[src/rtl/furv_pkg.sv]
// Shared encodings for the load/store unit: access sizes, FSM states
// and the alignment rule used to reject bad requests before the bus.
package furv_pkg;

    typedef enum logic [1:0] {
        SZ_B = 2'd0,
        SZ_H = 2'd1,
        SZ_W = 2'd2,
        SZ_X = 2'd3
    } size_e;

    typedef enum logic [1:0] {
        S_IDLE = 2'd0,
        S_BUS  = 2'd1,
        S_RESP = 2'd2
    } state_e;

    function automatic logic misaligned(
        input logic [1:0] size,
        input logic [1:0] addr_lo
    );
        logic bad;
        unique case (size)
            SZ_B:    bad = 1'b0;
            SZ_H:    bad = addr_lo[0];
            SZ_W:    bad = |addr_lo;
            default: bad = 1'b1;
        endcase
        return bad;
    endfunction

endpackage

[src/rtl/wb_lsu_if.sv]
// CPU request/response port plus Wishbone classic initiator signals.
// master = the load/store unit, slave = CPU and bus responder side.
interface wb_lsu_if #(
    parameter int ADDR_W = 8
);
    logic              req_valid;
    logic              req_ready;
    logic              req_we;
    logic [31:0]       req_addr;
    logic [1:0]        req_size;
    logic              req_unsigned;
    logic [31:0]       req_wdata;
    logic              resp_valid;
    logic [31:0]       resp_rdata;
    logic              resp_err;
    logic              wb_cyc;
    logic              wb_stb;
    logic              wb_we;
    logic [ADDR_W-1:0] wb_addr;
    logic [3:0]        wb_sel;
    logic [31:0]       wb_dat_o;
    logic [31:0]       wb_dat_i;
    logic              wb_ack;

    modport master (
        input  req_valid, req_we, req_addr, req_size,
        input  req_unsigned, req_wdata, wb_dat_i, wb_ack,
        output req_ready, resp_valid, resp_rdata, resp_err,
        output wb_cyc, wb_stb, wb_we, wb_addr, wb_sel, wb_dat_o
    );

    modport slave (
        output req_valid, req_we, req_addr, req_size,
        output req_unsigned, req_wdata, wb_dat_i, wb_ack,
        input  req_ready, resp_valid, resp_rdata, resp_err,
        input  wb_cyc, wb_stb, wb_we, wb_addr, wb_sel, wb_dat_o
    );

endinterface

[src/rtl/lsu_align.sv]
// Byte-lane steering: lane enables, store replication, load lane
// extraction with sign/zero extension, and the alignment check.
module lsu_align
    import furv_pkg::*;
(
    input  logic [1:0]  size,
    input  logic [1:0]  addr_lo,
    input  logic        uns,
    input  logic [31:0] wdata,
    input  logic [31:0] rdata_raw,
    output logic [3:0]  sel,
    output logic [31:0] dat_o,
    output logic [31:0] rdata,
    output logic        err
);

    logic [31:0] shifted;

    always_comb begin
        shifted = rdata_raw >> {addr_lo, 3'b000};
        sel     = 4'b0000;
        dat_o   = wdata;
        rdata   = 32'h0;
        unique case (size)
            SZ_B: begin
                sel   = 4'b0001 << addr_lo;
                dat_o = {4{wdata[7:0]}};
                rdata = uns ? {24'h0, shifted[7:0]}
                            : {{24{shifted[7]}}, shifted[7:0]};
            end
            SZ_H: begin
                sel   = 4'b0011 << addr_lo;
                dat_o = {2{wdata[15:0]}};
                rdata = uns ? {16'h0, shifted[15:0]}
                            : {{16{shifted[15]}}, shifted[15:0]};
            end
            SZ_W: begin
                sel   = 4'b1111;
                rdata = shifted;
            end
            default: begin
                sel   = 4'b0000;
                rdata = 32'h0;
            end
        endcase
        err = misaligned(size, addr_lo);
    end

endmodule

[src/rtl/wb_lsu.sv]
// Single-outstanding load/store unit bridging CPU requests onto a
// Wishbone classic bus, with alignment checking and ack timeout.
module wb_lsu
    import furv_pkg::*;
#(
    parameter int ADDR_W  = 8,
    parameter int TIMEOUT = 255
) (
    input  logic     clk,
    input  logic     rst,
    wb_lsu_if.master bus
);

    localparam int CW = (TIMEOUT < 2) ? 1 : $clog2(TIMEOUT + 1);
    localparam logic [CW-1:0] TO_CNT = CW'(TIMEOUT);

    state_e            state_q, state_d;
    logic              we_q, we_d;
    logic [1:0]        size_q, size_d;
    logic              uns_q, uns_d;
    logic [1:0]        alo_q, alo_d;
    logic [CW-1:0]     cnt_q, cnt_d;
    logic              cyc_q, cyc_d;
    logic              wbwe_q, wbwe_d;
    logic [ADDR_W-1:0] wadr_q, wadr_d;
    logic [3:0]        sel_q, sel_d;
    logic [31:0]       dato_q, dato_d;
    logic              rvld_q, rvld_d;
    logic              rerr_q, rerr_d;
    logic [31:0]       rdat_q, rdat_d;

    logic              idle;
    logic [1:0]        a_size;
    logic [1:0]        a_alo;
    logic              a_uns;
    logic [3:0]        a_sel;
    logic [31:0]       a_dato;
    logic [31:0]       a_rdata;
    logic              a_err;
    logic              unused_ok;

    assign idle = (state_q == S_IDLE);

    // One steering instance: fed from the live request while idle
    // and from the latched request once the access is in flight.
    assign a_size = idle ? bus.req_size          : size_q;
    assign a_alo  = idle ? bus.req_addr[1:0]     : alo_q;
    assign a_uns  = idle ? bus.req_unsigned      : uns_q;

    lsu_align u_align (
        .size      (a_size),
        .addr_lo   (a_alo),
        .uns       (a_uns),
        .wdata     (bus.req_wdata),
        .rdata_raw (bus.wb_dat_i),
        .sel       (a_sel),
        .dat_o     (a_dato),
        .rdata     (a_rdata),
        .err       (a_err)
    );

    assign unused_ok = ^{bus.req_addr[31:ADDR_W+2]};

    always_comb begin
        state_d = state_q;
        we_d    = we_q;
        size_d  = size_q;
        uns_d   = uns_q;
        alo_d   = alo_q;
        cnt_d   = cnt_q;
        cyc_d   = cyc_q;
        wbwe_d  = wbwe_q;
        wadr_d  = wadr_q;
        sel_d   = sel_q;
        dato_d  = dato_q;
        rvld_d  = 1'b0;
        rerr_d  = 1'b0;
        rdat_d  = rdat_q;
        unique case (state_q)
            S_IDLE: begin
                if (bus.req_valid) begin
                    we_d   = bus.req_we;
                    size_d = bus.req_size;
                    uns_d  = bus.req_unsigned;
                    alo_d  = bus.req_addr[1:0];
                    wadr_d = bus.req_addr[ADDR_W+1:2];
                    sel_d  = a_sel;
                    dato_d = a_dato;
                    if (a_err) begin
                        state_d = S_RESP;
                        rvld_d  = 1'b1;
                        rerr_d  = 1'b1;
                        rdat_d  = 32'h0;
                    end else begin
                        state_d = S_BUS;
                        cyc_d   = 1'b1;
                        wbwe_d  = bus.req_we;
                        cnt_d   = '0;
                    end
                end
            end
            S_BUS: begin
                if (bus.wb_ack) begin
                    state_d = S_RESP;
                    cyc_d   = 1'b0;
                    wbwe_d  = 1'b0;
                    rvld_d  = 1'b1;
                    rdat_d  = we_q ? 32'h0 : a_rdata;
                end else begin
                    cnt_d = cnt_q + 1'b1;
                    if (cnt_d == TO_CNT) begin
                        state_d = S_RESP;
                        cyc_d   = 1'b0;
                        wbwe_d  = 1'b0;
                        rvld_d  = 1'b1;
                        rerr_d  = 1'b1;
                        rdat_d  = 32'h0;
                    end
                end
            end
            default: begin
                state_d = S_IDLE;
            end
        endcase
    end

    always_ff @(posedge clk or posedge rst) begin
        if (rst) begin
            state_q <= S_IDLE;
            we_q    <= 1'b0;
            size_q  <= 2'b00;
            uns_q   <= 1'b0;
            alo_q   <= 2'b00;
            cnt_q   <= '0;
            cyc_q   <= 1'b0;
            wbwe_q  <= 1'b0;
            wadr_q  <= '0;
            sel_q   <= 4'b0000;
            dato_q  <= 32'h0;
            rvld_q  <= 1'b0;
            rerr_q  <= 1'b0;
            rdat_q  <= 32'h0;
        end else begin
            state_q <= state_d;
            we_q    <= we_d;
            size_q  <= size_d;
            uns_q   <= uns_d;
            alo_q   <= alo_d;
            cnt_q   <= cnt_d;
            cyc_q   <= cyc_d;
            wbwe_q  <= wbwe_d;
            wadr_q  <= wadr_d;
            sel_q   <= sel_d;
            dato_q  <= dato_d;
            rvld_q  <= rvld_d;
            rerr_q  <= rerr_d;
            rdat_q  <= rdat_d;
        end
    end

    assign bus.req_ready  = idle;
    assign bus.wb_cyc     = cyc_q;
    assign bus.wb_stb     = cyc_q;
    assign bus.wb_we      = wbwe_q;
    assign bus.wb_addr    = wadr_q;
    assign bus.wb_sel     = sel_q;
    assign bus.wb_dat_o   = dato_q;
    assign bus.resp_valid = rvld_q;
    assign bus.resp_err   = rerr_q;
    assign bus.resp_rdata = rdat_q;

endmodule
[src/flat_wrapper.sv]
// flat-port wrapper written by rule: the top's interface ports become plain ports
module wb_lsu_flat import furv_pkg::*;
#(
    parameter int ADDR_W  = 8,
    parameter int TIMEOUT = 255
)
  (clk, rst, bus_req_valid, bus_req_we, bus_req_addr, bus_req_size, bus_req_unsigned, bus_req_wdata, bus_wb_dat_i, bus_wb_ack, bus_req_ready, bus_resp_valid, bus_resp_rdata, bus_resp_err, bus_wb_cyc, bus_wb_stb, bus_wb_we, bus_wb_addr, bus_wb_sel, bus_wb_dat_o);
  wb_lsu_if #(.ADDR_W(ADDR_W)) bus_i ();
  input  logic clk;
  input  logic rst;
  input wire logic [$bits(bus_i.req_valid)-1:0] bus_req_valid;
  input wire logic [$bits(bus_i.req_we)-1:0] bus_req_we;
  input wire logic [$bits(bus_i.req_addr)-1:0] bus_req_addr;
  input wire logic [$bits(bus_i.req_size)-1:0] bus_req_size;
  input wire logic [$bits(bus_i.req_unsigned)-1:0] bus_req_unsigned;
  input wire logic [$bits(bus_i.req_wdata)-1:0] bus_req_wdata;
  input wire logic [$bits(bus_i.wb_dat_i)-1:0] bus_wb_dat_i;
  input wire logic [$bits(bus_i.wb_ack)-1:0] bus_wb_ack;
  output wire logic [$bits(bus_i.req_ready)-1:0] bus_req_ready;
  output wire logic [$bits(bus_i.resp_valid)-1:0] bus_resp_valid;
  output wire logic [$bits(bus_i.resp_rdata)-1:0] bus_resp_rdata;
  output wire logic [$bits(bus_i.resp_err)-1:0] bus_resp_err;
  output wire logic [$bits(bus_i.wb_cyc)-1:0] bus_wb_cyc;
  output wire logic [$bits(bus_i.wb_stb)-1:0] bus_wb_stb;
  output wire logic [$bits(bus_i.wb_we)-1:0] bus_wb_we;
  output wire logic [$bits(bus_i.wb_addr)-1:0] bus_wb_addr;
  output wire logic [$bits(bus_i.wb_sel)-1:0] bus_wb_sel;
  output wire logic [$bits(bus_i.wb_dat_o)-1:0] bus_wb_dat_o;
  assign bus_i.req_valid = bus_req_valid;
  assign bus_i.req_we = bus_req_we;
  assign bus_i.req_addr = bus_req_addr;
  assign bus_i.req_size = bus_req_size;
  assign bus_i.req_unsigned = bus_req_unsigned;
  assign bus_i.req_wdata = bus_req_wdata;
  assign bus_i.wb_dat_i = bus_wb_dat_i;
  assign bus_i.wb_ack = bus_wb_ack;
  assign bus_req_ready = bus_i.req_ready;
  assign bus_resp_valid = bus_i.resp_valid;
  assign bus_resp_rdata = bus_i.resp_rdata;
  assign bus_resp_err = bus_i.resp_err;
  assign bus_wb_cyc = bus_i.wb_cyc;
  assign bus_wb_stb = bus_i.wb_stb;
  assign bus_wb_we = bus_i.wb_we;
  assign bus_wb_addr = bus_i.wb_addr;
  assign bus_wb_sel = bus_i.wb_sel;
  assign bus_wb_dat_o = bus_i.wb_dat_o;
  wb_lsu #(.ADDR_W(ADDR_W), .TIMEOUT(TIMEOUT)) u_core (.clk(clk), .rst(rst), .bus(bus_i));
endmodule
[config.mk]
export PLATFORM = sky130hd
export DESIGN_NAME = wb_lsu_flat
export DESIGN_NICKNAME = d
export VERILOG_FILES = /design/src/rtl/furv_pkg.sv /design/src/rtl/wb_lsu_if.sv /design/src/rtl/lsu_align.sv /design/src/rtl/wb_lsu.sv /design/src/flat_wrapper.sv
export SDC_FILE = /design/constraint.sdc
export NUM_CORES = 1
export LEC_CHECK = 0
export CORE_ASPECT_RATIO = 1.2
export CORE_UTILIZATION = 40
export CTS_CLUSTER_SIZE = 8
export DETAILED_ROUTE_END_ITERATION = 7
export GPL_TIMING_DRIVEN = 0
export PLACE_DENSITY = 0.78
export SYNTH_ARGS = -nofsm -noshare
export SYNTH_HDL_FRONTEND = slang
export SYNTH_SLANG_ARGS = --single-unit
export TNS_END_PERCENT = 100
[constraint.sdc]
create_clock -name clk -period 3 [get_ports clk]
set_clock_uncertainty 0.1 [all_clocks]
set_input_delay 0.6 -clock clk [delete_from_list [all_inputs] [get_ports clk]]
set_output_delay 0.6 -clock clk [all_outputs]
set_load 0.05 [all_outputs]
==> impl_metrics.ini, run 1 <==
[power_and_ir_drop]
pwr-share-clk_pct = 14.9
swShare_pct = 48.9
irDropWorstVdd_uv = 549
p_switching_mw = 4.14
p_comb_share_pct = 59.2
power_mw = 8.47
p_leak_nw = 3.09
cellPowerDensity_nw_per_um2 = 1220
p_seq_share_pct = 25.9
internal_power_mw = 4.33

[global_routing]
grt_max_degree = 44
grt_pass1_vias = 4499
antenna_found_initial = 0
grt-ovfl-total = 0
grt_pass1_wl_mm = 22.8
grt_usage_pct = 24.4

[critical_path]
cp.depth = 9
worstSetupStartpointType = flop
critical_path.max_fanout = 10
cp_common_cell = buf_4
cp-startpoint = u_core.state_q[1]
cp_top_family = compound AO/OA/AOI/OAI gates
reg2reg_from = u_core.state_q[1]
slowest_stage = dfrtp_1
rrSetupSlack_ns = 0.09
r2r_end = u_core.bus.resp_rdata[30]
path_cells = buf_4 -> nor2_2 -> buf_4 -> mux2_4 -> a21oi_2 -> nand3_1 -> o22ai_2 -> buf_4 -> a221o_1
critPathBufInv = 3
crit_path_max_incr_delay_ns = 0.42
critical_path_class = flop to flop
crit_required_ns = 3.18
worstSetupEndpoint = u_core.bus.resp_rdata[30]
worstPathArrival_ns = 3.09
reg2regPathDepth = 9
end_kind = flop

[clocking]
cts.sinks = 96
cts_buffers = 9
path_clk_slew_ns = 0.07
cts-root-buf = clkbuf_16
clk-insertion-delay-late_ns = 0.34
ctsHtreeMaxLevel = 3
clock_path_buffers = 2
cts_tree = done

[job]
drv_cap = 0

[synth]
synth_area_per_cell_sq_um = 9.72
synth_cells = 484
yosys.area.top_type = dfrtp_1
netlist.area_leader.share_pct = 51.1
synth.distinct_cells = 52
yosys-top-cells-area = dfrtp_1 (51%), nand2_1 (10%), mux2i_1 (4.0%)
synth_area_sq_um = 4710
ys_seq_area_share_pct = 51.1
async_reset_ff_share_pct = 100
synth_flop_cell = dfrtp_1
synth_edf_count = 0
syn-num-nets = 590
synth-seq-cells = 96
ys_warn_count = 0
synth_most_common_cell = nand2_1
ys_top_cells_by_count = nand2_1 (128), dfrtp_1 (96), o21ai_0 (36)

[layout]
area_growth_pct = 47.1
drive_gt1_share_pct = 8.57
nFillCells = 969
fin_area_sq_um = 6920
antenna_cells = 0
fin_util_pct = 60.1
fin_nets = 766

[routing]
wl_per_cell_um = 17.4
route.detailed.drc = 0
drt_iter0_drc = 279
antenna_left = 0
firstDrtPassIters = 6
vias = 4402
routed_wl_mm = 14.3
routed_via_density = 5.36

[timing]
worstMarginPinSlew_ns = 0.906
min_period_over_period_pct = 97.0
period_needed_ns = 2.91
slew_headroom_pct = 39.1
setup_viol = 0
setup_slack_ns = 0.0902
clock.fmax_mhz = 344
finalHoldViolCount = 0
report.final.slew_viol_count = 0

[die]
die_y_um = 121
initial_core_util_pct = 40.9
fp.dieArea_sq_um = 12200
ios = 186
die_w_um = 101
rows = 43
core_area_sq_um = 11500

[place]
place.gp.congestion = 0.883
portBuffers = 163
placed_cell_area_sq_um = 6580
place_hpwl_mm = 10.9
place_ws_ns = -0.351

[hold_path]
hold_class = flop to flop
hold_start = u_core.bus.wb_addr[1]

[run_status]
status = finished, final reports clean
-- routing by layer --
metal	track usage, %	wire length [um]
met5	0	0
met4	8.24	261
met3	7.23	1390
met2	41.2	7070
met1	29.4	5580
-- per-stage QoR --
step | TNS [ns] | hold slack (ns) | std cells
after detailed placement | -6.91 | 0.361 | 806
after global placement | -5.65 | 0.355 | 804
final | 0 | 0.374 | 822
after CTS | 0 | 0.377 | 822
after global routing | -0.0171 | 0.392 | 822
after floorplan | 0 | 0.339 | 484
-- cell families after synthesis --
| kind of cell | share of synthesized area, % |
|---|---|
| AO/OA/AOI/OAI | 20.1 |
| XOR/XNOR | 0.558 |
| adder cells (fa/ha/maj) | 0.532 |
| buffers and inverters | 3.88 |
| flip-flops | 51.1 |
| multiplexers | 6.99 |
| AND/OR/NAND/NOR | 16.9 |
-- final cells by class --
type	instances	area (sq um)	area share, %
Buffer	28	149	2.15
Clock buffer	10	239	3.45
Clock inverter	6	91.3	1.32
Inverter	8	33.8	0.488
Multi-Input combinational cell	351	2130	30.8
Sequential cell	96	2400	34.7
Tap cell	157	196	2.84
Timing Repair Buffer	166	1680	24.3
-- cells in the final DEF, fill, tap and decap left out, drive strengths merged, types with 3 or more instances in the layout --
master,netlist,final
clkdlybuf4s50,0,163
nand2,128,128
dfrtp,96,96
o21ai,38,38
nor2,26,26
clkbuf,14,23
mux2i,19,19
buf,15,18
a21oi,15,15
a31oi,13,13
mux2,12,12
nor2b,11,11
a221o,9,9
a22o,9,9
a221oi,8,8
inv,8,8
a22oi,8,8
a32o,7,7
a211o,7,7
nand3,4,4
a21o,3,3
o2bb2ai,3,3
or2,3,3
clkinv,0,3
-- registers in the layout, indices dropped and copies added, names as in the netlist, 2 cells and up --
signal / cells
u_core.bus.wb_dat_o: 32
u_core.bus.wb_addr: 8
u_core.bus.wb_sel: 4
u_core.alo_q: 2
u_core.state_q: 2
u_core.bus.resp_rdata: 32
u_core.size_q: 2
u_core.cnt_q: 8
-- power groups by stage --
stage                     combinational (mW)  sequential, mW  clock, mW
final                                   5.02            2.19       1.26
after global routing                    5.33            2.26       1.33
after CTS                               5.02            2.19       1.28
after detailed placement                5.00            2.20          0
after global placement                  4.92            2.19          0
after floorplan                         1.70            3.83          0
-- worst min-delay path by stage --
stage                                  end  slack [ns]  cells after the start
global placement               u_core.we_q        0.36                      2
detailed placement  u_core.bus.wb_dat_o[3]        0.36                      2
CTS                 u_core.bus.wb_dat_o[3]        0.38                      2
global route        u_core.bus.wb_dat_o[3]        0.39                      2
finish               u_core.bus.wb_addr[1]        0.37                      2
floorplan                      u_core.we_q        0.34                      2
-- tightest hold or removal path: stages, from the launching register on --
cell	delay [ns]
dfrtp_1	0.34
nand2_1	0.05
nand2_1	0.06
-- timing repair --
item | 4_1_cts | 5_1_grt
pin swaps | 0 | 1
buffers inserted | 0 | 1
resized for setup | 1 | 1
endpoints found under the setup margin | 8 | 18
cloned | 0 | 0
hold buffers | 0 | 0
Note: power is estimated with default switching activity, not from simulation.
==> inputs of run 2 (changes only) <==
--- a/config.mk
+++ b/config.mk
@@ -10,6 +10,7 @@
 export CTS_CLUSTER_SIZE = 8
 export DETAILED_ROUTE_END_ITERATION = 7
 export GPL_TIMING_DRIVEN = 0
+export HOLD_SLACK_MARGIN = 0.15
 export PLACE_DENSITY = 0.78
 export SYNTH_ARGS = -nofsm -noshare
 export SYNTH_HDL_FRONTEND = slang
==> results of run 2 <==
No change in the layout: final DEF, timing and power equal those of run 1.
